### src/rtl/alu_result_stage.sv
// alu_result_stage: execute->writeback result stage.
// Captures ALU result and destination per op, derives {N,Z,C,V} at push and
// holds up to two entries so one cycle of writeback back-pressure costs no bubble.
// Optional sticky flag accumulator: define ALU_RESULT_STICKY_EN to build it;
// otherwise sticky_flags is tied to zero and sticky_clr is ignored.
module alu_result_stage #(
  parameter int unsigned ALU_SIZE   = 16,
  parameter int unsigned REG_ADDR_W = 4
) (
  input  logic                  clk,
  input  logic                  rst_n,
  input  logic                  in_valid,
  output logic                  in_ready,
  input  logic [ALU_SIZE-1:0]   alu_out,
  input  logic                  carry_out,
  input  logic [3:0]            alu_sel,
  input  logic                  op_a_msb,
  input  logic                  op_b_msb,
  input  logic [REG_ADDR_W-1:0] dest_addr,
  output logic                  wb_valid,
  input  logic                  wb_ready,
  output logic [ALU_SIZE-1:0]   wb_data,
  output logic [REG_ADDR_W-1:0] wb_addr,
  output logic [3:0]            wb_flags,
  input  logic                  sticky_clr,
  output logic [3:0]            sticky_flags
);

  localparam int unsigned ENTRY_W = ALU_SIZE + REG_ADDR_W + 4;

  localparam logic [3:0] SEL_ADD = 4'b0000;
  localparam logic [3:0] SEL_SUB = 4'b0001;

  typedef enum logic [1:0] {
    EMPTY = 2'd0,
    ONE   = 2'd1,
    FULL  = 2'd2
  } state_e;

  state_e               state_q, state_d;
  logic [ENTRY_W-1:0]   head_q, head_d;
  logic [ENTRY_W-1:0]   tail_q, tail_d;
  logic [ENTRY_W-1:0]   new_entry;
  logic [3:0]           new_flags;
  logic                 flag_n, flag_z, flag_c, flag_v;
  logic                 push, pop;

  always_comb begin
    flag_n = alu_out[ALU_SIZE-1];
    flag_z = (alu_out == '0);
    flag_c = (alu_sel == SEL_ADD) & carry_out;
    flag_v = 1'b0;
    case (alu_sel)
      SEL_ADD: flag_v = (op_a_msb == op_b_msb) && (flag_n != op_a_msb);
      SEL_SUB: flag_v = (op_a_msb != op_b_msb) && (flag_n != op_a_msb);
      default: flag_v = 1'b0;
    endcase
    new_flags = {flag_n, flag_z, flag_c, flag_v};
    new_entry = {alu_out, dest_addr, new_flags};
  end

  assign in_ready = (state_q != FULL);
  assign wb_valid = (state_q != EMPTY);
  assign push     = in_valid & in_ready;
  assign pop      = wb_valid & wb_ready;

  // Head always holds the oldest entry; vacated slots are zeroed.
  always_comb begin
    state_d = state_q;
    head_d  = head_q;
    tail_d  = tail_q;
    unique case (state_q)
      EMPTY: begin
        if (push) begin
          head_d  = new_entry;
          state_d = ONE;
        end
      end
      ONE: begin
        case ({push, pop})
          2'b10: begin
            tail_d  = new_entry;
            state_d = FULL;
          end
          2'b01: begin
            head_d  = '0;
            state_d = EMPTY;
          end
          2'b11:   head_d = new_entry;
          default: ;
        endcase
      end
      FULL: begin
        if (pop) begin
          head_d  = tail_q;
          tail_d  = '0;
          state_d = ONE;
        end
      end
      default: begin
        head_d  = '0;
        tail_d  = '0;
        state_d = EMPTY;
      end
    endcase
  end

  always_ff @(posedge clk or negedge rst_n) begin
    if (!rst_n) begin
      state_q <= EMPTY;
      head_q  <= '0;
      tail_q  <= '0;
    end else begin
      state_q <= state_d;
      head_q  <= head_d;
      tail_q  <= tail_d;
    end
  end

  assign wb_data  = wb_valid ? head_q[ENTRY_W-1 -: ALU_SIZE]     : '0;
  assign wb_addr  = wb_valid ? head_q[REG_ADDR_W+3 -: REG_ADDR_W] : '0;
  assign wb_flags = wb_valid ? head_q[3:0]                        : '0;

`ifdef ALU_RESULT_STICKY_EN
  logic [3:0] sticky_q, sticky_d;

  // Clear takes effect before the OR, so a same-cycle pop survives the clear.
  always_comb begin
    sticky_d = sticky_clr ? 4'b0000 : sticky_q;
    if (pop) sticky_d = sticky_d | head_q[3:0];
  end

  always_ff @(posedge clk or negedge rst_n) begin
    if (!rst_n) sticky_q <= '0;
    else        sticky_q <= sticky_d;
  end

  assign sticky_flags = sticky_q;
`else
  logic unused_sticky_clr;
  assign unused_sticky_clr = sticky_clr;
  assign sticky_flags      = '0;
`endif

endmodule

### config.mk
export PLATFORM = sky130hd
export DESIGN_NAME = alu_result_stage
export DESIGN_NICKNAME = d
export VERILOG_FILES = /design/src/rtl/alu_result_stage.sv
export SDC_FILE = /design/constraint.sdc
export NUM_CORES = 1
export LEC_CHECK = 0
export BUFFER_PORTS_ARGS = -buffer_cell sky130_fd_sc_hd__buf_4
export CAP_MARGIN = 20
export CORE_MARGIN = 2
export CORE_UTILIZATION = 35
export DETAILED_ROUTE_END_ITERATION = 8
export PLACE_DENSITY_LB_ADDON = 0.2
export SYNTH_ARGS = -nofsm -noshare
export SYNTH_HDL_FRONTEND = slang
export SYNTH_SLANG_ARGS = --single-unit
export TNS_END_PERCENT = 20
### constraint.sdc
create_clock -name clk -period 1.4 [get_ports clk]
set_input_delay 0.14 -clock clk [delete_from_list [all_inputs] [get_ports clk]]
set_output_delay 0.14 -clock clk [all_outputs]
set_load 0.05 [all_outputs]
---- Word-level counts from Yosys, hierarchy flattened ----
Cells that the tools add are included.
operators by class
  equality and inequality tests ........... 15
  mux-type cells .......................... 15
  bitwise logic cells ..................... 4
  reductions and logical operators ........ 9
operators by type and width
  kind                                                 count
  case mux 24 bit (3 select lines)                     2
  two-way mux 24 bit                                   4
  case mux 24 bit (2 select lines)                     1
  logical NOT 16 bit                                   1
  two-way mux 16 bit                                   1
  AND reduction 3 bit                                  3
  two-way mux 4 bit                                    2
  != test 2 bit, second input constant                 4
  equality test 2 bit, second input constant           3
  case mux 2 bit (3 select lines)                      1
  equality test 2 x 1 -> 1 bit, second input constant  2
  equality test 4 x 1 -> 1 bit, second input constant  1
  logical NOT 4 bit                                    1
  two-way mux 2 bit                                    2
  case mux 2 bit (2 select lines)                      1
  AND 1 bit                                            3
  != test 3 x 1 -> 1 bit, second input constant        1
  != test 3 x 2 -> 1 bit, second input constant        1
  logical AND 1 bit                                    2
  logical NOT 2 bit                                    1
  != test 1 bit                                        2
  case mux 1 bit (2 select lines)                      1
  nonzero test 2 bit                                   1
  equality test 1 bit                                  1
  NOT 1 bit                                            1
word-level totals
  bits in registers ....................... 50
  input port bits ......................... 32
  output and inout port bits .............. 30
  word-level logic and storage cells ...... 46

---- Longest topological paths before layout ----
Gate-level depths: netlist (run 1).
  depth in word-level cells ............... 5
  depth in mapped cells ................... 6
  depth with buffers taken out ............ 4

---- Worst setup path before layout (run 1) ----
No wires, ideal clock.
  kind .................................... register -> output
  from .................................... register state_q[0]
  to ...................................... output wb_flags[3]
  data arrival time ....................... 1.651 ns
  required time ........................... 1.260 ns
  path slack .............................. -0.391 ns
  stages on the path, launching flop included .. 5
  buffers on the path ..................... 2
  cell sequence ........................... dfrtp_1 buf_6 nor2_1 nor2b_1 buf_4
between the ends
  longest elaborated chain between the ends .. 2
RTL lines
  item                      RTL line  text
  start: declaration        40        state_e state_q, state_d;
  start signal: assignment  114       state_q <= state_d;
  nonzero test 2 bit        63        assign wb_valid = (state_q != EMPTY);
  two-way mux 4 bit         122       assign wb_flags = wb_valid ? head_q[3:0] : '0;
  end: declaration          24        output logic [3:0] wb_flags,
No other way between the ends.

---- Worst setup path in the final report (run 1) ----
  from .................................... register state_q[1]
  to ...................................... register head_q[4]
between the ends
  longest elaborated chain between the ends .. 5
  elaborated cells between the ends (all ways) .. 15
  those cells by class .................... 8 x eq/ne; 2 x mux; 2 x bitwise; 3 x reduce/logical
RTL lines
  item                                                                               RTL line  text
  != test 2 bit / nonzero test 2 bit (equally long branches)                         62, 63
  AND 1 bit, on equally long branches                                                64, 65
  equality test 2 bit / equality test 2 x 1 -> 1 bit (equally long branches)         80        case ({push, pop})
  case mux 24 bit (2 select lines) / != test 3 x 1 -> 1 bit (equally long branches)  n/a
  case mux 24 bit (3 select lines) / AND reduction 3 bit (equally long branches)     n/a
  end signal: assignment                                                             111       head_q <= '0;
  end signal: assignment                                                             115       head_q <= head_d;
  end: declaration                                                                   41        logic [ENTRY_W-1:0] head_q, head_d;
Parallel ways exist; a longest one is shown, timed or not.
A chain may end at the register's enable or synchronous reset.

==> flow_metrics.py, run 1 <==
metrics = {
    "run_status": {
        "run_status": "complete, but fails checks",
        "violations": "setup timing",
    },
    "critical_path": {
        "r2r_start": "state_q[1]",
        "crit_chain": "buf_6 > o31a_1 > buf_4 > a222oi_1 > inv_1",
        "path_max_fanout": 5,
        "crit_path_max_incr_delay_ns": 0.42,
        "required_ns": 1.58,
        "critPathBufInv": 3,
        "crit_path_start_kind": "register",
        "worstSetupEndpointType": "register",
        "crit_type": "reg2reg",
        "arrival_ns": 1.75,
        "slowest_stage": "dfrtp_1",
        "crit_family": "compound AO/OA/AOI/OAI gates",
        "crit_start": "state_q[1]",
    },
    "pwr": {
        "switching_power_mw": 1.838,
        "pwr-share-seq_pct": 38.8,
        "p_int_mw": 2.953,
        "p_per_area_mw_per_mm2": 1464,
        "swShare_pct": 38.36,
        "power_leakage_nw": 1.616,
        "comb_power_share_pct": 43.2,
        "ir_drop_mv": 0.7431,
        "p_clk_share_pct": 18.0,
    },
    "die": {
        "pin_count": 62,
        "design.die.area_mm2": 0.007520,
        "core_area_mm2": 0.006719,
        "die_w_um": 86.72,
        "num_rows": 30,
        "initial_core_util_pct": 35.64,
        "die_y_um": 86.72,
    },
    "global_routing": {
        "grt.overflow.total": 0,
        "grt_pass1_wl_mm": 9.742,
        "antenna_found_initial": 0,
        "grt_pass1_vias": 1972,
        "grt_max_degree": 49,
        "grtUsageTotal_pct": 16.47,
    },
    "final_layout": {
        "nets": 349,
        "design_area_mm2": 0.003273,
        "areaGrowthSynthToFinish_pct": 36.68,
        "postLayoutCoreUtil_pct": 48.72,
        "insertedDiodeCount": 0,
        "finalNonFillerCells": 398,
        "nFillCells": 642,
        "drive_gt1_share_pct": 35.85,
    },
    "worst_hold_path": {
        "hold_start": "alu_out[0]",
        "min_path_type": "in2reg",
    },
    "clock_tree": {
        "root_buffer": "clkbuf_8",
        "cts_buffers": 5,
        "cts.reportedPaths.clkPinSlew_ns": 0.09,
        "cts_tree": "done",
        "htree_levels": 2,
        "cts_buffer_depth": 2,
        "clock_sinks": 48,
        "clock_latency_ns": 0.30,
    },
    "routing": {
        "wl_met2_mm": 2.754,
        "dr.pass1.iters": 6,
        "wire_per_inst_um": 14.59,
        "met3_length_um": 225,
        "drc_errors": 0,
        "wl_met1_mm": 2.732,
        "via_count": 2014,
        "ant_nets": 0,
        "drt_iter0_drc": 179,
        "viasPerCell": 5.060,
        "top_layer": "met4",
        "routed_wl_mm": 5.806,
    },
    "sta": {
        "slew_viol_final": 0,
        "max_freq_ghz": 0.6372,
        "layout_setup_ws_ns": -0.1694,
        "rsz0062_at_grt": "yes",
        "worst_pin_slew_ns": 0.6167,
        "setup_viol": 47,
        "finalCritPeriodShare_pct": 112.1,
        "slew_headroom_pct": 58.89,
        "clock_skew_ns": 0.009291,
        "finalSetupTns_ns": -6.008,
        "hold_violations": 0,
        "fin_crit_ns": 1.569,
    },
    "logic_synthesis": {
        "synth_warnings": 0,
        "syn_area_mm2": 0.002395,
        "synth_top_area_share_pct": 50.16,
        "yosysTopAreaCell": "dfrtp_1",
        "synth_area_leaders": "dfrtp_1, a222oi_1, nand2_1",
        "yosysMostFrequentCell": "dfrtp_1",
        "synth_edf_count": 0,
        "ys_ff_latch": 48,
        "synth_common_cells": "dfrtp_1, nand2_1, nor2b_1",
        "synth-async-reset-ratio_pct": 100.0,
        "synth.avg_cell_area_um2": 9.579,
        "synth_flop_cell": "dfrtp_1",
        "yosysSeqAreaShare_pct": 50.16,
        "synthesis.instances": 250,
        "synth.distinct_cells": 33,
    },
    "placed_design": {
        "gp_congestion": 0.7688,
        "numPortBuffers": 56,
        "dpl-instance-area_mm2": 0.003033,
        "hpwl_mm": 4.173,
        "placed_cells": 388,
    },
    "run": {
        "cap_viol_max_count": 0,
    },
}
cell usage in the layout (no fill, tap or decap), types with 2 or more instances in the layout:
master | Yosys | layout
nor2_1 | 5 | 4
a211o_1 | 2 | 2
buf_6 | 4 | 29
dfrtp_1 | 48 | 48
inv_1 | 23 | 23
buf_12 | 0 | 4
nor2b_2 | 1 | 22
o21ai_0 | 21 | 21
buf_4 | 6 | 45
nand2_1 | 45 | 45
nor4_1 | 5 | 5
nor2b_1 | 24 | 3
conb_1 | 1 | 4
o21ai_1 | 3 | 3
clkbuf_8 | 3 | 6
mux2i_1 | 5 | 5
nand3_1 | 3 | 3
a21oi_1 | 3 | 3
nor3_1 | 3 | 2
nand2b_1 | 4 | 3
a222oi_1 | 20 | 20
state kept, by name, indices dropped and copies added, names as in the netlist:
signal	count
head_q	23
tail_q	23
state_q	2
metal layers:
| metal | vias to the layer above | track usage, % |
|---|---|---|
| li1 | 988 | - |
| met5 | - | 0 |
| met3 | 6 | 2.381 |
| met4 | 0 | 6.534 |
| met1 | 965 | 22.88 |
| met2 | 55 | 25.94 |
worst paths after layout:
kind / slack, ns / to / cells past startpoint
min reg2reg: 0.49 / tail_q[4] / 2
max: -0.17 / head_q[4] / 5
min in group asynchronous: 0.38 / head_q[4] / 2
min: 0.07 / head_q[8] / 3
max in group asynchronous: 0.58 / state_q[0] / 2
max reg2reg: -0.17 / head_q[4] / 5
worst reg2reg max path: stages (launching register included):
cell,delay [ns]
dfrtp_1,0.42
buf_6,0.13
o31a_1,0.33
buf_4,0.17
a222oi_1,0.33
inv_1,0.07
power by group through the flow:
stage	Clock [mW]	Sequential (mW)	Combinational, mW
2_1_floorplan	0	1.83	1.34
3_3_place_gp	0	1.88	1.91
3_5_place_dp	0	1.89	1.93
4_1_cts	0.896	1.86	2.07
5_1_grt	0.960	1.90	2.25
6_report	0.864	1.86	2.07
per-stage QoR:
stage | power (mW) | hold slack [ns] | worst slack, ns
3_3_place_gp | 3.789 | 0.2031 | -0.09888
3_5_place_dp | 3.815 | 0.2011 | -0.1407
5_1_grt | 5.107 | 0.06613 | -0.2791
2_1_floorplan | 3.177 | -0.1556 | -0.09355
4_1_cts | 4.829 | 0.05472 | -0.1830
6_report | 4.791 | 0.06600 | -0.1694
cell type report:
cell class / instances / area (um2) / area share, %
clock buffers: 7 / 86.33 / 2.638
clock inverters: 1 / 7.507 / 0.2294
inverters: 23 / 86.33 / 2.638
multi-input cells: 159 / 1022 / 31.23
flip-flops and latches: 48 / 1201 / 36.70
well taps: 80 / 100.1 / 3.058
repair buffers: 80 / 769.5 / 23.51
cells by family after synthesis:
group	count (synthesis)	share of synthesized area (%)
simple gates	94	19.28
other cells	1	0.1566
flops	48	50.16
xor+xnor	1	0.3658
buf+inv	46	10.97
mux	5	2.090
compound gates	55	16.98
repair_timing:
item / 4_1_cts / 5_1_grt
pin swaps: 3 / 4
endpoints found under the setup margin: 46 / 71
endpoints found under the hold margin: 48 / 0
hold buffers: 1 / 0
resized for setup: 29 / 4
setup buffers: 1 / 0
Power figures use the tool's default switching activity.
==> run 2: changes to the inputs <==
--- a/config.mk
+++ b/config.mk
@@ -5,11 +5,13 @@
 export SDC_FILE = /design/constraint.sdc
 export NUM_CORES = 1
 export LEC_CHECK = 0
+export ABC_AREA = 1
 export BUFFER_PORTS_ARGS = -buffer_cell sky130_fd_sc_hd__buf_4
 export CAP_MARGIN = 20
 export CORE_MARGIN = 2
-export CORE_UTILIZATION = 35
+export CORE_UTILIZATION = 30
 export DETAILED_ROUTE_END_ITERATION = 8
+export GPL_TIMING_DRIVEN = 0
 export PLACE_DENSITY_LB_ADDON = 0.2
 export SYNTH_ARGS = -nofsm -noshare
 export SYNTH_HDL_FRONTEND = slang
==> run 2 against run 1 <==
The flow still finishes with violations (setup timing). Flip-flop and latch count is the same. Count of clock-buffer cells in the layout is 1 lower. Via count grew 31%. Cell count grew 37%. Synthesized cell count increased by 43%. Combinational power increased by 61%. Clock skew decreased by 0.0024 ns. Hold slack better by 0.015 ns. Highest routed layer unchanged. Critical path depth grew 1. Die area increased by 28%. Clock power fell by 5.6%. Non-clock buffer count up 11. Largest cell class is now multi-input combinational cells.
==> flow_metrics.py, run 2 <==
metrics = {
    "clock_tree": {
        "cts.reportedPaths.clkPinSlew_ns": 0.09,
        "clock_sinks": 48,
        "htree_levels": 2,
        "cts_buffers": 5,
        "cts_tree": "done",
        "clock_latency_ns": 0.31,
        "cts_buffer_depth": 2,
        "root_buffer": "clkbuf_8",
    },
    "final_layout": {
        "multi_input_area_mm2": 0.001225,
        "finalNonFillerCells": 544,
        "nets": 468,
        "seq_area_mm2": 0.001204,
        "areaGrowthSynthToFinish_pct": 42.07,
        "reg_top3": "head_q x23, tail_q x23, state_q x2",
        "nFillCells": 894,
        "postLayoutCoreUtil_pct": 43.67,
        "final_cell_mix": "inv_1, o21ai_1, buf_4",
        "insertedDiodeCount": 0,
        "drive_gt1_share_pct": 31.65,
        "layout_commonest_cell": "inv_1",
    },
    "placed_design": {
        "placed_cells": 524,
        "dp_slack_ns": -0.3584,
        "hpwl_mm": 5.440,
        "numPortBuffers": 56,
        "gp_congestion": 0.8507,
    },
    "routing": {
        "via_count": 2636,
        "wire_per_inst_um": 14.46,
        "drt_iter0_drc": 156,
        "drc_errors": 0,
        "dr.pass1.iters": 5,
        "routed_wl_mm": 7.865,
        "viasPerCell": 4.846,
        "ant_nets": 0,
    },
    "sta": {
        "worst_pin_slew_ns": 0.6179,
        "slew_viol_final": 0,
        "layout_setup_ws_ns": -0.1425,
        "clock_skew_ns": 0.006910,
        "fin_crit_ns": 1.542,
        "slew_headroom_pct": 58.81,
        "hold_violations": 0,
        "hold_slack_ns": 0.08150,
        "finalCritPeriodShare_pct": 110.2,
        "rsz0062_at_grt": "yes",
        "setup_viol": 68,
        "max_freq_ghz": 0.6483,
    },
    "pwr": {
        "power_leakage_nw": 1.770,
        "p_per_area_mw_per_mm2": 1615,
        "ir_drop_mv": 0.4096,
    },
    "global_routing": {
        "grtUsageTotal_pct": 16.54,
        "grt_use_met3_pct": 2.935,
        "met1_usage_pct": 22.26,
        "grt_pass1_vias": 2564,
        "antenna_found_initial": 0,
        "top_usage_layer": "met2",
        "grt.overflow.total": 0,
        "grt_use_met2_pct": 27.73,
        "grt_max_degree": 49,
        "grt_pass1_wl_mm": 12.65,
    },
    "die": {
        "num_rows": 34,
        "die_w_um": 98.30,
        "pin_count": 62,
        "die_y_um": 98.30,
        "initial_core_util_pct": 30.74,
        "design.die.area_mm2": 0.009662,
        "core_area_mm2": 0.008678,
    },
    "critical_path": {
        "r2r_slack_ns": -0.12,
        "crit_family": "buffers and inverters",
        "rr_worst_depth": 8,
        "slowest_stage": "dfrtp_2",
        "required_ns": 1.26,
        "arrival_ns": 1.40,
        "crit_chain": "inv_4 > nand2_8 > inv_12 > clkbuf_16 > nor2_2 > buf_6",
        "reg2reg_to": "head_q[11]",
        "worstSetupEndpointType": "output pin",
        "path_max_fanout": 7,
        "crit_path_start_kind": "register",
        "crit_type": "reg2out",
        "critPathBufInv": 4,
        "crit_path_max_incr_delay_ns": 0.46,
        "r2r_start": "state_q[1]",
    },
    "logic_synthesis": {
        "synth.avg_cell_area_um2": 7.472,
        "synth_flop_cell": "dfrtp_1",
        "synth_area_leaders": "dfrtp_1, o21ai_1, inv_1",
        "synth-async-reset-ratio_pct": 100.0,
        "synthesis.instances": 357,
        "syn_area_mm2": 0.002668,
        "synth_warnings": 0,
        "synth_common_cells": "inv_1, o21ai_1, dfrtp_1",
        "yosysSeqAreaShare_pct": 45.03,
        "ys_ff_latch": 48,
        "yosysTopAreaCell": "dfrtp_1",
        "yosysMostFrequentCell": "inv_1",
        "synth_top_area_share_pct": 45.03,
        "synth.distinct_cells": 24,
        "synth_edf_count": 0,
    },
    "worst_hold_path": {
        "hold_start": "dest_addr[3]",
        "min_path_type": "in2reg",
        "hold_path_depth": 3,
        "whs_endpoint": "tail_q[7]",
    },
    "run_status": {
        "run_status": "complete, but fails checks",
        "violations": "setup timing",
    },
    "run": {
        "cap_viol_max_count": 0,
    },
}
[run 2: through the flow]
stage          total power, mW  instance area [um2]  setup TNS [ns]
2_1_floorplan            3.919                 2739          -3.053
3_3_place_gp             4.668                 3294          -16.83
3_5_place_dp             4.700                 3294          -16.72
4_1_cts                  6.040                 3732          -5.746
5_1_grt                  6.472                 3790          -9.880
6_report                 6.120                 3790          -5.794
[run 2: final cells by class]
class	instances	area share (%)
Buffer	22	5.744
Inverter	73	7.692
Clock buffer	6	1.915
Timing Repair Buffer	69	16.87
Multi-Input combinational cell	217	32.32
Clock inverter	1	0.1321
Sequential cell	48	31.76
Tap cell	108	3.566
[run 2: kinds of logic (layout without fill, tap and decap cells)]
family          Yosys count  in the layout  synth area share [%]
simple gates            127            127                 22.00
buf+inv                  95            171                 15.81
compound gates           86             86                 17.03
flops                    48             48                 45.03
other cells               1              4                0.1406
[run 2: repair_timing]
action                                  in CTS  in global routing
endpoints found under the hold margin       48                  0
gates cloned                                 2                  0
hold buffers                                 1                  0
endpoints found under the setup margin      71                 70
resized for setup                           64                 10
buffers inserted                             8                  2
pin swaps                                    2                  1
[run 2: report_power, final]
group | switching [mW] | internal (mW) | total, mW
clock network | 0.475 | 0.341 | 0.816
logic | 2.11 | 1.23 | 3.34
registers | 0.128 | 1.83 | 1.96
total | 2.71 | 3.41 | 6.12
[run 2: tightest hold or removal path: stages]
cell     delay (ns)
buf_4          0.09
nand3_1        0.06
o21ai_1        0.06
[run 2: how the worst max path moves through the flow]
stage | from | to | slack, ns | depth (start not counted)
5_1_grt | state_q[1] | wb_flags[0] | -0.18 | 6
4_1_cts | state_q[1] | wb_data[14] | -0.15 | 6
2_1_floorplan | state_q[1] | wb_addr[0] | -0.14 | 5
6_report | state_q[1] | wb_data[2] | -0.14 | 6
3_3_place_gp | state_q[1] | wb_data[5] | -0.36 | 6
3_5_place_dp | state_q[1] | wb_addr[2] | -0.36 | 6
[run 2: routing by layer]
metal	wire length (um)	vias up
met5	0	-
met4	81	0
met3	405	5
met2	3793	74
met1	3585	1263
li1	-	1294
